### src/rtl/irq_ctrl_pkg.sv
// Shared types and helpers for the interrupt combiner/controller.
package irq_ctrl_pkg;

  localparam int MAX_SRC = 32;

  typedef enum logic [1:0] {
    IDLE    = 2'd0,
    REQ     = 2'd1,
    SERVICE = 2'd2
  } irq_state_e;

  // Width of a source index; never narrower than one bit.
  function automatic int id_w(input int n);
    return (n > 1) ? $clog2(n) : 1;
  endfunction

endpackage

### src/rtl/irq_prio_enc.sv
// Combinational fixed-priority encoder: the lowest set bit of vec wins.
module irq_prio_enc
  import irq_ctrl_pkg::*;
#(
  parameter int N = 8,
  localparam int W = id_w(N)
) (
  input  logic [N-1:0] vec,
  output logic         valid,
  output logic [W-1:0] idx
);

  assign valid = |vec;

  // Scan from the top down so the last (lowest) hit is the one kept.
  always_comb begin
    idx = '0;
    for (int i = N - 1; i >= 0; i--) begin
      if (vec[i]) idx = W'(i);
    end
  end

endmodule

### src/rtl/irq_combiner_ctrl.sv
// Interrupt combiner: polarity/edge conditioning, pending latch, mask, and a
// single-outstanding req/ack/eoi handshake to the core. Define IRQ_SYNC_EN for input synchronizers.
module irq_combiner_ctrl
  import irq_ctrl_pkg::*;
#(
  parameter int                 NUM_SRC     = 8,
  parameter logic [NUM_SRC-1:0] INVERT_MASK = '0,
  parameter logic [NUM_SRC-1:0] EDGE_MASK   = '0,
  localparam int                ID_W        = id_w(NUM_SRC)
) (
  input  logic               Clock,
  input  logic               Reset_n,
  input  logic [NUM_SRC-1:0] Irq_in,
  input  logic               Mask_wr,
  input  logic [NUM_SRC-1:0] Mask_data,
  output logic [NUM_SRC-1:0] Irq_mask,
  output logic [NUM_SRC-1:0] Irq_pend,
  output logic               Irq_req,
  output logic [ID_W-1:0]    Irq_id,
  input  logic               Irq_ack,
  input  logic               Irq_eoi,
  output logic               In_service
);

  if (NUM_SRC < 2 || NUM_SRC > MAX_SRC) begin : g_bad_num_src
    $error("irq_combiner_ctrl: NUM_SRC out of range 2..32");
  end

  logic [NUM_SRC-1:0] irq_s;
  logic [NUM_SRC-1:0] real_in;
  logic [NUM_SRC-1:0] prev_reg;
  logic [NUM_SRC-1:0] pend_reg, pend_next;
  logic [NUM_SRC-1:0] mask_reg;
  logic [NUM_SRC-1:0] eligible;
  logic               sel_valid;
  logic [ID_W-1:0]    sel_idx;
  logic               ack_take;

  irq_state_e      state_reg, state_next;
  logic            req_reg, req_next;
  logic [ID_W-1:0] id_reg, id_next;
  logic            svc_reg, svc_next;

`ifdef IRQ_SYNC_EN
  logic [NUM_SRC-1:0] sync1_reg, sync2_reg;

  always_ff @(posedge Clock or negedge Reset_n) begin
    if (!Reset_n) begin
      sync1_reg <= '0;
      sync2_reg <= '0;
    end else begin
      sync1_reg <= Irq_in;
      sync2_reg <= sync1_reg;
    end
  end

  assign irq_s = sync2_reg;
`else
  assign irq_s = Irq_in;
`endif

  assign real_in  = irq_s ^ INVERT_MASK;
  assign ack_take = (state_reg == REQ) && Irq_ack;

  // Edge sources: a new edge in the ack cycle beats the clear, so it is not lost.
  for (genvar gi = 0; gi < NUM_SRC; gi++) begin : g_pend
    assign pend_next[gi] = EDGE_MASK[gi]
      ? ((real_in[gi] & ~prev_reg[gi]) |
         (pend_reg[gi] & ~(ack_take && (id_reg == ID_W'(gi)))))
      : real_in[gi];
  end

  always_ff @(posedge Clock or negedge Reset_n) begin
    if (!Reset_n) begin
      prev_reg <= '0;
      pend_reg <= '0;
      mask_reg <= '0;
    end else begin
      prev_reg <= real_in;
      pend_reg <= pend_next;
      if (Mask_wr) mask_reg <= Mask_data;
    end
  end

  assign eligible = pend_reg & mask_reg;

  irq_prio_enc #(
    .N(NUM_SRC)
  ) u_prio (
    .vec  (eligible),
    .valid(sel_valid),
    .idx  (sel_idx)
  );

  always_ff @(posedge Clock or negedge Reset_n) begin
    if (!Reset_n) begin
      state_reg <= IDLE;
      req_reg   <= 1'b0;
      id_reg    <= '0;
      svc_reg   <= 1'b0;
    end else begin
      state_reg <= state_next;
      req_reg   <= req_next;
      id_reg    <= id_next;
      svc_reg   <= svc_next;
    end
  end

  // Id is captured once on entry to REQ and held until the next request.
  always_comb begin
    state_next = state_reg;
    req_next   = req_reg;
    id_next    = id_reg;
    svc_next   = svc_reg;
    case (state_reg)
      IDLE: begin
        if (sel_valid) begin
          state_next = REQ;
          req_next   = 1'b1;
          id_next    = sel_idx;
        end
      end
      REQ: begin
        if (Irq_ack) begin
          state_next = SERVICE;
          req_next   = 1'b0;
          svc_next   = 1'b1;
        end
      end
      SERVICE: begin
        if (Irq_eoi) begin
          state_next = IDLE;
          svc_next   = 1'b0;
        end
      end
      default: begin
        state_next = IDLE;
        req_next   = 1'b0;
        svc_next   = 1'b0;
      end
    endcase
  end

  assign Irq_mask   = mask_reg;
  assign Irq_pend   = pend_reg;
  assign Irq_req    = req_reg;
  assign Irq_id     = id_reg;
  assign In_service = svc_reg;

endmodule

### config.mk
export PLATFORM = sky130hd
export DESIGN_NAME = irq_combiner_ctrl
export DESIGN_NICKNAME = d
export VERILOG_FILES = /design/src/rtl/irq_ctrl_pkg.sv /design/src/rtl/irq_prio_enc.sv /design/src/rtl/irq_combiner_ctrl.sv
export SDC_FILE = /design/constraint.sdc
export NUM_CORES = 1
export LEC_CHECK = 0
export ABC_AREA = 1
export BUFFER_PORTS_ARGS = -buffer_cell sky130_fd_sc_hd__buf_2
export CORE_ASPECT_RATIO = 0.7
export CORE_MARGIN = 8
export CORE_UTILIZATION = 51
export CTS_BUF_LIST = sky130_fd_sc_hd__clkbuf_2
export CTS_CLUSTER_DIAMETER = 120
export DETAILED_ROUTE_END_ITERATION = 10
export GPL_TIMING_DRIVEN = 0
export HOLD_SLACK_MARGIN = 0.15
export PLACE_DENSITY = 0.95
export SYNTH_ARGS = -nofsm -noshare
export SYNTH_HDL_FRONTEND = slang
export SYNTH_HIERARCHICAL = 1
export SYNTH_SLANG_ARGS = --single-unit
### constraint.sdc
create_clock -name Clock -period 2.86 [get_ports Clock]
set_input_delay 0.286 -clock Clock [delete_from_list [all_inputs] [get_ports Clock]]
set_output_delay 0.286 -clock Clock [all_outputs]
set_load 0.05 [all_outputs]
[Word level (Yosys, flattened, before mapping)]
Index checks and enable logic that the tools add are counted.
Word-level totals
  register bits: 23
  latch bits: 0
  memory bits (writable): 0
  memory bits (read-only): 0
  word-level logic and storage cells: 38
  memories: 0
Cells by class
  add/subtract/negate cells: 0
  multiply operators: 0
  div/mod/pow operators: 0
  magnitude comparators: 0
  equal/unequal tests: 5
  shift operators: 0
  muxes and demuxes: 18
  bitwise logic cells: 3
  reduce and logical (&&, ||, !) cells: 6
Operators by type and width (number)
  $mux W3: 8
  $reduce_and A3 Y1: 3
  $and A8 B8 Y8: 1
  $reduce_or A8 Y1: 1
  $mux W2: 3
  $ne A2 B2 Y1 const B: 3
  $pmux W1 S3: 2
  $pmux W2 S3: 1
  $mux W1: 4
  $eq A2 B1 Y1 const B: 1
  $eq A2 B2 Y1 const B: 1
  $logic_not A2 Y1: 1
  $not A1 Y1: 2
  $reduce_and A2 Y1: 1

[Logic depth before layout (Yosys ltp)]
  word-level depth: 9
  gate-level depth with buffers: 11
  gate-level depth less buffers: 11

[Hierarchy]
Netlist, hierarchy kept.
By module, submodules not included
  irq_combiner_ctrl: instances 1, cells an instance 90, area an instance 859.6 µm², sequential area each 575.6 µm²
  irq_prio_enc: instances 1, cells an instance 22, area an instance 98.8 µm², sequential area each 0.0 µm²

[Least setup slack after synthesis]
OpenSTA, ideal clock, no wires.
  kind: register to register
  start: register pend_reg[6] (netlist: Irq_pend[6])
  end: register state_reg[0]
  library setup time: 0.127 ns
  data arrival time: 1.380 ns
  data required time: 2.733 ns
  slack: 1.353 ns
  stages on the path, launching flop included: 8
  path buffers: 0
  period minus slack after synthesis: 1.507 ns
  cells stage by stage: dfrtp_1 -> nand2_1 -> inv_1 -> or2_1 -> nor3_2 -> nand2_1 -> nand2_2 -> o21ai_0
Between the ends
  word-level cells in the longest chain between the ends: 4
RTL lines
  from (decl): line irq_combiner_ctrl.sv:32  | logic [NUM_SRC-1:0] pend_reg, pend_next;
  from (signal assigned): line irq_combiner_ctrl.sv:80  | pend_reg <= pend_next;
  $and A8 B8 Y8: line irq_combiner_ctrl.sv:85  | assign eligible = pend_reg & mask_reg;
  net eligible[6]: line irq_combiner_ctrl.sv:34  | logic [NUM_SRC-1:0] eligible;
  $reduce_or A8 Y1: line irq_prio_enc.sv:13  | assign valid = |vec;
  net sel_valid: line irq_combiner_ctrl.sv:35  | logic sel_valid;
  $ne A2 B2 Y1 (no source line)
  $reduce_and A3 Y1 (no source line)
  to (signal assigned): line irq_combiner_ctrl.sv:102  | state_reg <= state_next;
  to (decl): line irq_combiner_ctrl.sv:39  | irq_state_e state_reg, state_next;
The timed path passes the listed nets, and every way through them passes these cells.
A chain may end at the register's enable or synchronous reset.

[Worst setup path in the final report]
  start: register mask_reg[6] (netlist: Irq_mask[6])
  end: register state_reg[0]
Between the ends
  word-level cells in the longest chain between the ends: 4
RTL lines
  from (decl): line irq_combiner_ctrl.sv:33  | logic [NUM_SRC-1:0] mask_reg;
  from (signal assigned): line irq_combiner_ctrl.sv:81  | if (Mask_wr) mask_reg <= Mask_data;
  $and A8 B8 Y8: line irq_combiner_ctrl.sv:85
  net eligible[6]: line irq_combiner_ctrl.sv:34
  $reduce_or A8 Y1: line irq_prio_enc.sv:13
  net sel_valid: line irq_combiner_ctrl.sv:35
  $ne A2 B2 Y1 (no source line)
  $reduce_and A3 Y1 (no source line)
The timed path passes the listed nets, and every way through them passes these cells.

==> summary.md <==
| Metric | Value |
|---|---|
| Post-DR vias/cell | `4.84` |
| Commonest non-fill, non-tap cell in the layout | `buf_2` |
| Number of global-route vias before repair | `989` |
| Gr usage total | `15.1%` |
| Post-synthesis area per instance | `8.56 µm²` |
| Max-slew violation count | `0` |
| Final Skew | `0.0139 ns` |
| Cell variety after synth | `14` |
| Critical path data arrival time | `1.66 ns` |
| CP cell instances | `nand2_1, inv_1, or2_1, nor3_2, nand2_1, nand2_2, o21ai_0` |
| Num rows | `13` |
| Worst min-delay path class | `input pin to flip-flop` |
| Routed via count | `949` |
| Finished Layout Cells | `196` |
| CP max stage delay | `0.44 ns` |
| TritonCTS buffer count | `3` |
| Lkg Pwr | `0.815 nW` |
| Critical R2R Launch | `Irq_mask[6]` |
| CP required | `3.10 ns` |
| Placed cells | `175` |
| CP Capture Type | `flip-flop` |
| Flop-to-flop setup slack | `1.44 ns` |
| Commonest non-fill, non-tap cells in the layout | `buf_2 (41), nand2_1 (35), inv_1 (28), dfrtp_1 (23), dlygate4sd3_1 (17)` |
| Layout cells sized above 1 | `28.2%` |
| Drc violations | `0` |
| Setup TNS | `0 ns` |
| Fill cells | `132` |
| Most frequent CP cell | `nand2_1` |
| R2R depth | `7` |
| Synthesis Warnings | `6` |
| Final ANT Viol Nets | `0` |
| RSZ-0062 raised after global routing | `false` |
| Pre-Repair DR Iteration Count | `4` |
| Status | `completed` |
| Total Power | `0.000962 W` |
| DR iter-0 viols | `71` |
| Max Root-Sink Buffers | `2` |
| Initial antenna violation count | `0` |
| RD Place Congestion | `0.784` |
| Max FO, Critical Path | `5` |
| Port bufs | `41` |
| # setup viols final | `0` |
| Worst setup SP type | `flip-flop` |
| Final WS setup | `1.44 ns` |
| Max Clk Rate | `702 MHz` |
| Root Driver | `clkbuf_2` |
| Fin area | `1380 µm²` |
| Period utilization | `49.8%` |
| PD cells | `696 nW/µm²` |
| Area growth syn-to-layout | `44.1%` |
| Die area | `3540 µm²` |
| HPWL Detailed | `1.85 mm` |
| # IOs | `42` |
| Post-Synthesis Net Count | `133` |
| Sequential area share after synthesis | `60.1%` |
| Pin count of the biggest net entering global routing | `24` |
| Clk slew on worst S/H paths | `0.20 ns` |
| Post-CTS Setup Bufs | `0` |
| WS Path Type | `flip-flop to flip-flop` |
| Reg-to-reg endpoint | `state_reg[0]` |
| Ant. Diodes | `0` |
| #FFs+latches synth | `23` |
| Chip height | `52.3 µm` |
| Routed wire length | `2.58 mm` |
| Cells after Synth | `112` |
| Cts hold-fix bufs | `16` |
| Critical path startpoint | `Irq_mask[6]` |
| Gr ovfl total | `0` |
| Maximum vdd drop | `0.474 mV` |
| Synthesized area | `958 µm²` |
| Slew HR | `66.9%` |
| Critical path destination | `state_reg[0]` |
| Core box area | `1820 µm²` |
| Fin. Hold Viols | `0` |
| Slew of the pin with the lowest slew margin | `0.497 ns` |
| Sink Count | `23` |
| # resized after CTS | `0` |
| DP Area | `1190 µm²` |
| Dpl ws | `1.46 ns` |
| Max Cap Viol | `0` |
| Wire per inst | `13.1 µm` |
| Final #Nets | `196` |
| Die W | `67.8 µm` |
| CTS tree | `built` |
| Htree depth | `1` |
| Worst-Skew Late Latency | `0.33 ns` |
| Minimum clock period | `1.42 ns` |
| Starting Density | `52.6%` |
| First-pass GRT wire length | `4.08 mm` |
| Slowest-stage cell, CP | `dfrtp_1` |
[critical path, delay by kind of cell, from the launching register on]
family                 cells  cell delay [ns]
buffers and inverters      1             0.05
AOI/OAI and AO/OA          1             0.09
DFF                        1             0.44
and+or+nand+nor            5             0.75
[through the flow]
stage | util, % | hold WS, ns
after floorplan | - | -0.00959
after global placement | 65.4 | 0.269
after detailed placement | 65.4 | 0.284
after CTS | 75.3 | 0.151
after global routing | 75.8 | 0.162
final | 75.8 | 0.182
[power by group]
group / switching [W] / internal (W)
combinational: 0.000293 / 0.000109
clock: 0.0000896 / 0.0000370
sequential: 0.0000475 / 0.000386
total: 0.000430 / 0.000532
[synth_stat cells]
master | number | area, µm²
a21oi_1 | 1 | 5.00
a31oi_1 | 1 | 6.26
buf_6 | 1 | 11.3
dfrtp_1 | 23 | 576
inv_1 | 28 | 105
nand2_1 | 35 | 131
nand2_2 | 1 | 6.26
nand3_1 | 5 | 25.0
nand4_1 | 1 | 6.26
nor2_1 | 1 | 3.75
nor2_2 | 1 | 6.26
nor3_2 | 1 | 10.0
o21ai_0 | 12 | 60.1
or2_1 | 1 | 6.26
[per-layer routing]
layer / global-route usage [%] / part of all wire [%] / wire length, µm
met1: 15.5 / 38 / 979
met2: 26.2 / 48 / 1240
met3: 7.91 / 12 / 307
met4: 5.08 / 2.0 / 51
met5: 0 / 0 / 0
[area by class of cell]
class	instances	area, µm²	area share (%)
well taps	22	27.5	1.99
plain buffers	1	11.3	0.815
multi-input cells	60	267	19.3
repair buffers	58	375	27.2
flip-flops and latches	23	576	41.7
inverters	28	105	7.61
clock buffers	4	20.0	1.45
[how the worst min path moves through the flow]
| stage | from | endpoint | slack (ns) | depth (start not counted) |
|---|---|---|---|---|
| finish | Mask_data[2] | Irq_mask[2] | 0.18 | 3 |
| global route | Mask_data[2] | Irq_mask[2] | 0.16 | 3 |
| CTS | Mask_data[0] | Irq_mask[0] | 0.15 | 3 |
| detailed placement | Reset_n | Irq_req | 0.28 | 1 |
| global placement | Reset_n | Irq_id[2] | 0.27 | 1 |
| floorplan | Reset_n | In_service | -0.01 | 0 |
[cell families (layout without fill, tap and decap cells)]
logic type,count (synthesis),count (layout),share of synthesized area [%]
buffers and inverters,29,91,12.1
and+or+nand+nor,46,46,20.4
DFF,23,23,60.1
AOI/OAI and AO/OA,14,14,7.44
(Power assumes the default switching activity.)
